### src/rtl/usb_rx_controller.sv
// rtl/usb_rx_controller.sv - USB full-speed receive sequencer: SYNC check, byte framing, FIFO write strobes, error flagging
module usb_rx_controller #(
    parameter logic [7:0] SYNC_BYTE = 8'h80,
    parameter int         MAX_BYTES = 64
) (
    input  logic       clk,
    input  logic       n_rst,
    input  logic       d_edge,
    input  logic       eop,
    input  logic       shift_enable,
    input  logic [7:0] rcv_data,
    output logic       rcving,
    output logic       w_enable,
    output logic       r_error,
    output logic [6:0] rx_bytes
);

    typedef enum logic [3:0] {
        IDLE, SYNC_RCV, SYNC_CHK, DATA_RCV, STORE,
        EOP_WAIT, ERR_WAIT, EOP_ERR, EIDLE
    } state_t;

    localparam logic [6:0] MAX_B = 7'(MAX_BYTES);

    state_t     state_q, state_d;
    logic [2:0] bit_cnt_q, bit_cnt_d;
    logic [6:0] rx_bytes_q, rx_bytes_d;
    logic       ovf_q, ovf_d;
    logic       eighth_bit;
    logic       eop_sample;

    assign eighth_bit = shift_enable && (bit_cnt_q == 3'd7);
    assign eop_sample = eop && shift_enable;
    assign rx_bytes   = rx_bytes_q;

    always_ff @(posedge clk or negedge n_rst) begin
        if (!n_rst) begin
            state_q    <= IDLE;
            bit_cnt_q  <= 3'd0;
            rx_bytes_q <= 7'd0;
            ovf_q      <= 1'b0;
        end else begin
            state_q    <= state_d;
            bit_cnt_q  <= bit_cnt_d;
            rx_bytes_q <= rx_bytes_d;
            ovf_q      <= ovf_d;
        end
    end

    always_comb begin
        state_d    = state_q;
        bit_cnt_d  = bit_cnt_q;
        rx_bytes_d = rx_bytes_q;
        ovf_d      = ovf_q;
        case (state_q)
            IDLE, EIDLE: begin
                if (d_edge) begin
                    state_d    = SYNC_RCV;
                    bit_cnt_d  = 3'd0;
                    rx_bytes_d = 7'd0;
                    ovf_d      = 1'b0;
                end
            end
            SYNC_RCV: begin
                if (shift_enable) bit_cnt_d = bit_cnt_q + 3'd1;
                if (eighth_bit)      state_d = SYNC_CHK;
                else if (eop_sample) state_d = EOP_ERR;
            end
            SYNC_CHK: begin
                state_d = (rcv_data == SYNC_BYTE) ? DATA_RCV : ERR_WAIT;
            end
            DATA_RCV: begin
                if (shift_enable) bit_cnt_d = bit_cnt_q + 3'd1;
                // eop outranks a completed byte: a byte ending on SE0 is not trusted
                if (eop_sample) begin
                    state_d = (bit_cnt_q == 3'd0) ? EOP_WAIT : EOP_ERR;
                end else if (eighth_bit) begin
                    if (ovf_q) begin
                        state_d = ERR_WAIT;
                    end else begin
                        state_d   = STORE;
                        bit_cnt_d = 3'd0;
                    end
                end
            end
            STORE: begin
                state_d = DATA_RCV;
                if (rx_bytes_q != MAX_B) rx_bytes_d = rx_bytes_q + 7'd1;
                ovf_d = ((rx_bytes_q + 7'd1) == MAX_B);
            end
            EOP_WAIT: if (d_edge)     state_d = IDLE;
            ERR_WAIT: if (eop_sample) state_d = EOP_ERR;
            EOP_ERR:  if (d_edge)     state_d = EIDLE;
            default:  state_d = IDLE;
        endcase
    end

    always_comb begin
        rcving   = 1'b0;
        w_enable = 1'b0;
        r_error  = 1'b0;
        case (state_q)
            SYNC_RCV, SYNC_CHK, DATA_RCV, EOP_WAIT: rcving = 1'b1;
            STORE: begin
                rcving   = 1'b1;
                w_enable = 1'b1;
            end
            ERR_WAIT, EOP_ERR: begin
                rcving  = 1'b1;
                r_error = 1'b1;
            end
            EIDLE:   r_error = 1'b1;
            default: ;
        endcase
    end

endmodule

### config.mk
export PLATFORM = sky130hd
export DESIGN_NAME = usb_rx_controller
export DESIGN_NICKNAME = d
export VERILOG_FILES = /design/src/rtl/usb_rx_controller.sv
export SDC_FILE = /design/constraint.sdc
export NUM_CORES = 1
export LEC_CHECK = 0
export CAP_MARGIN = 20
export CORE_ASPECT_RATIO = 0.8
export CORE_MARGIN = 2
export CORE_UTILIZATION = 46
export CTS_CLUSTER_SIZE = 30
export DETAILED_ROUTE_END_ITERATION = 10
export PLACE_DENSITY = 0.73
export RECOVER_POWER = 100
export SYNTH_ARGS = -nofsm -noshare
export SYNTH_HDL_FRONTEND = slang
export SYNTH_SLANG_ARGS = --single-unit
### constraint.sdc
create_clock -name clk -period 1.76 [get_ports clk]
set_input_delay 0.176 -clock clk [delete_from_list [all_inputs] [get_ports clk]]
set_output_delay 0.176 -clock clk [all_outputs]
set_load 0.005 [all_outputs]
Yosys cells after proc, flatten, opt, wreduce, memory -nomap -nowiden
Cells that the tools add are included.

operators by class
  reduce and logical (&&, ||, !) cells = 13
  equal/unequal tests = 17
  $add $sub $neg = 2
  muxes and demuxes = 25

operators by type and width
  cell                                                 number
  case mux 4 bit (8 select lines)                      1
  two-way mux 4 bit                                    7
  two-way mux 3 bit                                    6
  equality test 4 x 3 -> 1 bit, second input constant  4
  two-way mux 7 bit                                    2
  case mux 7 bit (2 select lines)                      1
  case mux 3 bit (3 select lines)                      1
  equality test 4 x 2 -> 1 bit, second input constant  2
  equality test 8 bit, second input constant           1
  inequality test 2 bit, second input constant         4
  adder 7 x 1 -> 7 bit, second input constant          1
  equality test 7 bit, second input constant           1
  inequality test 7 bit, second input constant         1
  OR reduction 7 bit                                   1
  equality test 4 x 1 -> 1 bit, second input constant  1
  equality test 4 bit, second input constant           1
  zero test 4 bit                                      1
  two-way mux 1 bit                                    4
  two-way mux 2 bit                                    2
  AND reduction 2 bit                                  2
  AND reduction 4 bit                                  1
  adder 3 x 1 -> 3 bit, second input constant          1
  equality test 3 bit, second input constant           1
  zero test 3 bit                                      1
  8 further kinds                                      9

storage, ports and cells
  bits of input ports = 13
  logic and storage cells = 61
  register bits after elaboration = 15
  output and inout bits = 10

Logic depth before layout (Yosys ltp)
Gate-level depths: netlist of the first run.

  depth in word-level cells = 6
  mapped depth = 6
  gate-level depth less buffers = 6

Worst setup path after synthesis of the first run
Ideal clock, no wire load.

  kind = reg-to-reg
  start = register state_q[0]
  end = register rx_bytes_q[3], in the netlist rx_bytes[3]
  stages on the path, launching flop included = 6
  period minus slack after synthesis = 1.637 ns
  arrival = 1.571 ns
  path slack = 0.123 ns
  path buffers = 1
  library setup time = 0.066 ns
  data required time = 1.694 ns
  path through = dfrtp_1 -> buf_6 -> or4b_4 -> a41oi_4 -> and3_1 -> a221o_1

on the way
  longest elaborated chain between the ends = 4
  elaborated cells on any way between the ends = 9
  classes of those cells = eq/ne: 4; mux: 1; reduce/logical: 4

ends and longest elaborated chain
  item                                                                   line  RTL
  start, declared                                                        25    state_t state_q, state_d;
  start signal, assigned                                                 43    state_q <= state_d;
  equality test 4 bit or zero test 4 bit (tied branches)                 55    case (state_q)
  OR reduction 2 bit                                                     55
  inequality test 2 bit (no line) or nonzero test 2 bit (tied branches)  -
  AND reduction 3 bit (no line)                                          -
  end signal, assigned                                                   45    rx_bytes_q <= rx_bytes_d;
  end, declared                                                          27    logic [6:0] rx_bytes_q, rx_bytes_d;

Parallel ways exist; a longest one is shown, timed or not.
A chain may end at the register's enable or synchronous reset.

Final worst setup path of the first run
  start = register state_q[3]
  end = register rx_bytes_q[2], in the netlist rx_bytes[2]

The elaborated chain is that of the path after synthesis.

==> impl_results.md, run 1 <==
- Status: finished with violations
- Failing checks: setup timing
- Wire per inst: 15.63 um
- Routed wl met2: 1.720 mm
- Hold Crit Class: input port to async pin
- Top sig layer: met4
- DR vias: 1,305
- Fin util: 0.7022
- Fill cells: 203
- I/O pin total: 23
- Flip-flop and latch area: 376.6 um2
- Clock Tree Root: clkbuf_4
- RSZ-0062 raised after global routing: true
- Routed Antenna Nets: 0
- Cell count after synthesis: 148
- Port Buffers: 22
- CP max FO: 8
- Top_reg_cell synth: dfrtp_1
- Max cap viols: 0
- Critical path type: flop to flop
- Clock skew: 9.300 ps
- 1st-iter DRT viols: 51
- Syn Nets: 167
- Worst setup margin: -26.77 ps
- Nets: 209
- Largest net degree at the start of global routing: 17
- Global Route Usage Sum: 0.2469
- Synth Register Bits: 15
- Residual DRC count: 0
- Setup TNS: -48.59 ps
- Vias per cell: 5.800
- Post-Route WL: 3.517 mm
- Chip width: 61.31 um
- Final setup vio count: 4
- Fin. max-slew vios: 0
- Tightest Pin Transition: 678.1 ps
- TritonRoute pass-1 iters: 4
- Cell area power density: 1407 nW/um2
- Worst Setup Start Kind: flop
- Share of cells above drive strength 1: 0.2169
- Commonest non-fill, non-tap cell in the layout: buf_4
- Row count: 16
- Critical path arrival: 2030 ps
- CTS tree: yes
- Post-Syn Area per Cell: 8.167 um2
- Initial Util: 0.4909
- First-pass GRT wire length: 5.685 mm
- Clock Tree Buf Depth: 2
- Multi-input logic area: 817.0 um2
- Core area: 2462 um2
- Max frequency: 0.5597 GHz
- Grt ovf: 0
- Initial antenna violation count: 0
- Post-synth EDFFs: 0
- Hold_buf cts: 0
- Die ar.: 3056 um2
- Clock edge transition at the registers on the reported setup and hold paths: 100 ps
- Asr flop ratio synth: 1.000
- Worst setup EP type: flop
- Min Tclk post-route: 1787 ps
- Synthesized area: 1209 um2
- Unique masters post-synth: 45
- Commonest cells after routing, fill and taps aside: buf_4, nor2_1, dfrtp_1, clkdlybuf4s50_1, nand2_1
- Part of the Yosys area used for sequential elements: 0.3106
- Worst-Skew Late Latency: 310 ps
- R2r setup slk: -30 ps
- CTS sink cnt: 15
- Vias in the first global route: 1,270
- Diode count: 0
- Final period util: 1.015
- Total power: 2432 uW
- Metal3 WL: 257 um
- Critical Path RT: 2000 ps
- Die Ht: 49.85 um
- WHS: 335.8 ps
- Clock buffer count from CTS: 3
- Relative slew margins: 0.5464
- Final Hold Fails: 0
- Yosys warns: 0
- Hpwl dp: 2.348 mm
- Area grow syn2layout: 43.06%
- M1 wire length: 1.504 mm
- Pleak: 0.0007782 uW
- Final Wtd Congestion: 0.9988
- Maximum VDD drop: 0.8175 mV
- H-tree Lvls: 1
-- report_power, final --
part           total, uW  switching (uW)  leakage, uW  internal (uW)
clock network        219             132    0.0000139           86.9
registers            623             164     0.000197            459
logic               1590             759     0.000567            830
total               2430            1060     0.000778           1380
-- Yosys cell counts (2+ instances only) --
master | number | area [um2]
a211oi_1 | 2 | 15.01
a21boi_0 | 2 | 15.01
a21oi_1 | 6 | 30.03
a31oi_1 | 3 | 18.77
and3_1 | 4 | 25.02
buf_2 | 2 | 10.01
clkbuf_1 | 5 | 18.77
dfrtp_1 | 15 | 375.4
ha_1 | 6 | 75.07
inv_1 | 7 | 26.28
mux2i_1 | 2 | 20.02
nand2_1 | 13 | 48.80
nand2b_1 | 4 | 25.02
nand3_1 | 7 | 35.03
nand3b_1 | 2 | 15.01
nor2_1 | 15 | 56.30
nor2b_1 | 4 | 25.02
nor3_1 | 4 | 20.02
nor3b_1 | 2 | 15.01
nor4_1 | 5 | 31.28
nor4b_1 | 3 | 26.28
o21ai_0 | 9 | 45.04
o22ai_1 | 2 | 12.51
o32ai_1 | 2 | 17.52
xnor2_1 | 2 | 17.52
-- registers in the layout, indices dropped and copies added, names as in the netlist --
name and count:
bit_cnt_q 3, ovf_q 1, rx_bytes 7, state_q 4
-- cells by family (layout without fill, tap and decap cells) --
kind of cell,after synthesis,after routing,synth area share
adder cells (fa/ha/maj),6,6,0.06211
buffers and inverters,15,56,0.05487
AO/OA/AOI/OAI,38,38,0.2236
flip-flops,15,15,0.3106
multiplexers,3,3,0.02588
AND/OR/NAND/NOR,68,68,0.3012
XOR/XNOR,3,3,0.02174
-- final cells by class --
cell class | count | area share
clock buffer | 3 | 0.01302
timing repair buffer | 45 | 0.2511
clock inverter | 1 | 0.004342
multi-input combinational | 118 | 0.4725
sequential | 15 | 0.2178
tap | 36 | 0.02605
inverter | 7 | 0.01520
-- path summary, 6_finish.rpt --
kind,endpoint,start,cells past startpoint
setup / recovery,rx_bytes[2],state_q[3],6
hold / removal,bit_cnt_q[1],n_rst,1
setup reg to reg,rx_bytes[2],state_q[3],6
hold reg to reg,ovf_q,ovf_q,2
max in group asynchronous,state_q[2],n_rst,1
min in group clk,state_q[0],rcv_data[6],4
-- per-layer routing --
layer,up-vias,GRT usage
met5,-,0
met1,616,0.3498
met2,61,0.3688
li1,622,-
met4,0,0.06884
met3,6,0.06299
-- worst max-delay path: stages (launching register included) --
cell	delay, ps
dfrtp_1	410
or4b_4	560
buf_6	150
a41oi_4	290
buf_6	150
nand3b_1	70
nand3_1	90
-- per-stage QoR --
step / cell area, um2 / worst slack (ps) / std cells
CTS: 1667 / -78.38 / 220
detailed placement: 1516 / -14.94 / 209
global placement: 1516 / 21.57 / 209
global route: 1729 / -88.98 / 225
finish: 1729 / -26.77 / 225
floorplan: 1209 / 123.1 / 148
-- what timing repair did --
| item | CTS | global route |
|---|---|---|
| setup endpoints to repair | 4 | 14 |
| gates resized for setup | 15 | 15 |
| setup buffers | 7 | 6 |
| gates cloned | 1 | 0 |
| pin swaps | 5 | 5 |
No activity file was read; power rests on OpenSTA's default activity.
==> run 2, diff against run 1 <==
--- a/config.mk
+++ b/config.mk
@@ -8,10 +8,10 @@
 export CAP_MARGIN = 20
 export CORE_ASPECT_RATIO = 0.8
 export CORE_MARGIN = 2
-export CORE_UTILIZATION = 46
+export CORE_UTILIZATION = 51
 export CTS_CLUSTER_SIZE = 30
 export DETAILED_ROUTE_END_ITERATION = 10
-export PLACE_DENSITY = 0.73
+export PLACE_DENSITY = 0.77
 export RECOVER_POWER = 100
 export SYNTH_ARGS = -nofsm -noshare
 export SYNTH_HDL_FRONTEND = slang
==> constraint.sdc (replaced) <==
create_clock -name clk -period 1.9 [get_ports clk]
set_input_delay 0.19 -clock clk [delete_from_list [all_inputs] [get_ports clk]]
set_output_delay 0.19 -clock clk [all_outputs]
set_load 0.005 [all_outputs]
==> impl_results.md, run 2 (same netlist as run 1, synthesis figures left out) <==
- Status: completed (was finished with violations)
- Chip width: 58.43 um (was 61.31 um)
- Worst setup EP type: flop (unchanged)
- DR vias: 1,245 (was 1,305)
- Global Route Usage Sum: 0.2338 (was 0.2469)
- 1st-iter DRT viols: 37 (was 51)
- TritonRoute pass-1 iters: 4 (unchanged)
- Final period util: 0.9555 (was 1.015)
- Relative slew margins: 0.5480 (was 0.5464)
- Fin. max-slew vios: 0 (unchanged)
- Port Buffers: 22 (unchanged)
- Fin util: 0.7225 (was 0.7022)
- Vias in the first global route: 1,044 (was 1,270)
- Maximum VDD drop: 0.8272 mV (was 0.8175 mV)
- Crit path buffers/inverters: 2 (unchanged)
- Die Ht: 47.54 um (was 49.85 um)
- I/O pin total: 23 (unchanged)
- Tightest Pin Transition: 675.8 ps (was 678.1 ps)
- Clock buffer count from CTS: 3 (unchanged)
- Total power: 2032 uW (was 2432 uW)
- Nets: 197 (was 209)
- Critical Path RT: 2130 ps (was 2000 ps)
- CTS tree: yes (unchanged)
- Worst Setup Start Kind: flop (unchanged)
- Worst-Skew Late Latency: 290 ps (was 310 ps)
- Hold Crit Class: input port to async pin (unchanged)
- Largest net degree at the start of global routing: 23 (was 17)
- Cell area power density: 1281 nW/um2 (was 1407 nW/um2)
- CP peak stage delay: 470 ps (was 560 ps)
- Pleak: 0.0007165 uW (was 0.0007782 uW)
- Share of cells above drive strength 1: 0.1356 (was 0.2169)
- Hpwl dp: 2.310 mm (was 2.348 mm)
- Vias per cell: 6.163 (was 5.800)
- Area grow syn2layout: 31.26% (was 43.06%)
- Row count: 15 (was 16)
- Placed cell area: 1493 um2 (was 1516 um2)
- First-pass GRT wire length: 4.809 mm (was 5.685 mm)
- Diode count: 0 (unchanged)
- CTS sink cnt: 15 (unchanged)
- Wire per inst: 14.91 um (was 15.63 um)
- Critical path arrival: 2050 ps (was 2030 ps)
- CP max FO: 5 (was 8)
- Initial Util: 0.5504 (was 0.4909)
- Max frequency: 0.5508 GHz (was 0.5597 GHz)
- Max cap viols: 0 (unchanged)
- Min Tclk post-route: 1815 ps (was 1787 ps)
- Post-route cell area: 1587 um2 (was 1729 um2)
- Residual DRC count: 0 (unchanged)
- Critical path type: flop to flop (unchanged)
- Initial antenna violation count: 0 (unchanged)
- Max reg flops: 7 (unchanged)
- Clock skew: 8.921 ps (was 9.300 ps)
- Die ar.: 2778 um2 (was 3056 um2)
- CP max stage cell: or4b_4 (unchanged)
- Clock Tree Buf Depth: 2 (unchanged)
- Final Hold Fails: 0 (unchanged)
- Routed Antenna Nets: 0 (unchanged)
- Post-Route WL: 3.012 mm (was 3.517 mm)
- Final Wtd Congestion: 0.8865 (was 0.9988)
- Commonest cells after routing, fill and taps aside: nor2_1, dfrtp_1, nand2_1, clkdlybuf4s50_1, o21ai_0 (was buf_4, nor2_1, dfrtp_1, clkdlybuf4s50_1, nand2_1)
- Critical path, cell by cell: clkbuf_4 -> or4b_4 -> buf_4 -> a41oi_4 -> and3_1 -> a221o_1 (was or4b_4 -> buf_6 -> a41oi_4 -> buf_6 -> nand3b_1 -> nand3_1)
- H-tree Lvls: 1 (unchanged)
- Kind of cell adding the most delay to the critical path: simple AND/OR/NAND/NOR gates (unchanged)
- Clock edge transition at the registers on the reported setup and hold paths: 100 ps (about the same)
- Final setup vio count: 0 (was 4)
- RSZ-0062 raised after global routing: false (was true)
- Hold_buf cts: 0 (unchanged)
- Core area: 2196 um2 (was 2462 um2)
- Grt ovf: 0 (unchanged)
- Clock Tree Root: clkbuf_4 (unchanged)
-- run 2: cell types whose count changed in the layout (fill, tap and decap cells not counted), moves of 2 or more --
cell             change
buf_4               -11
clkdlybuf4s50_1      -3
dlygate4sd3_1        +3
buf_6                -2
dlygate4sd2_1        +2
o21ai_0              +2
o21ai_1              -2
-- run 2: path summary, 6_finish.rpt --
kind	cells past startpoint	endpoint	start	slack (ps)
setup / recovery	6	rx_bytes[3]	state_q[2]	80
hold / removal	1	rx_bytes[0]	n_rst	360
setup reg to reg	6	rx_bytes[3]	state_q[2]	80
hold reg to reg	2	bit_cnt_q[2]	bit_cnt_q[2]	580
max in group asynchronous	1	state_q[2]	n_rst	1100
min in group clk	2	bit_cnt_q[2]	bit_cnt_q[2]	580
-- run 2: metrics by stage --
step	hold WS (ps)	TNS [ps]	setup WS, ps	cells
after floorplan	-105.6	0	263.1	148
after global placement	533.2	0	117.1	195
after detailed placement	554.9	-18.76	-18.76	195
after CTS	303.1	0	47.01	201
after global routing	414.0	0	17.96	202
final	362.1	0	84.58	202
-- run 2: layer usage --
layer,track usage,part of all wire
met5,0,0
met2,0.3663,0.43
met1,0.3372,0.47
met4,0.04186,0.0043
met3,0.05405,0.097
-- run 2: timing repair --
item | CTS | global route
gates resized for setup | 9 | 3
endpoints found under the setup margin | 4 | 7
pin swaps | 1 | 1
buffers inserted | 2 | 0
cloned | 0 | 1
-- run 2: area by class of cell --
cell class / instances / area, um2
Sequential cell: 15 / 375.4
Clock buffer: 3 / 22.52
Inverter: 7 / 26.28
Fill cell: 158 / 609.3
Timing Repair Buffer: 32 / 311.5
Clock inverter: 1 / 7.507
Tap cell: 25 / 31.28
Multi-Input combinational cell: 119 / 812.0
-- run 2: power by group --
group,switching [uW],leakage (uW),internal [uW],total [uW]
Combinational,672,0.000504,604,1280
Sequential,139,0.000199,424,563
Clock,112,0.0000139,80.2,192
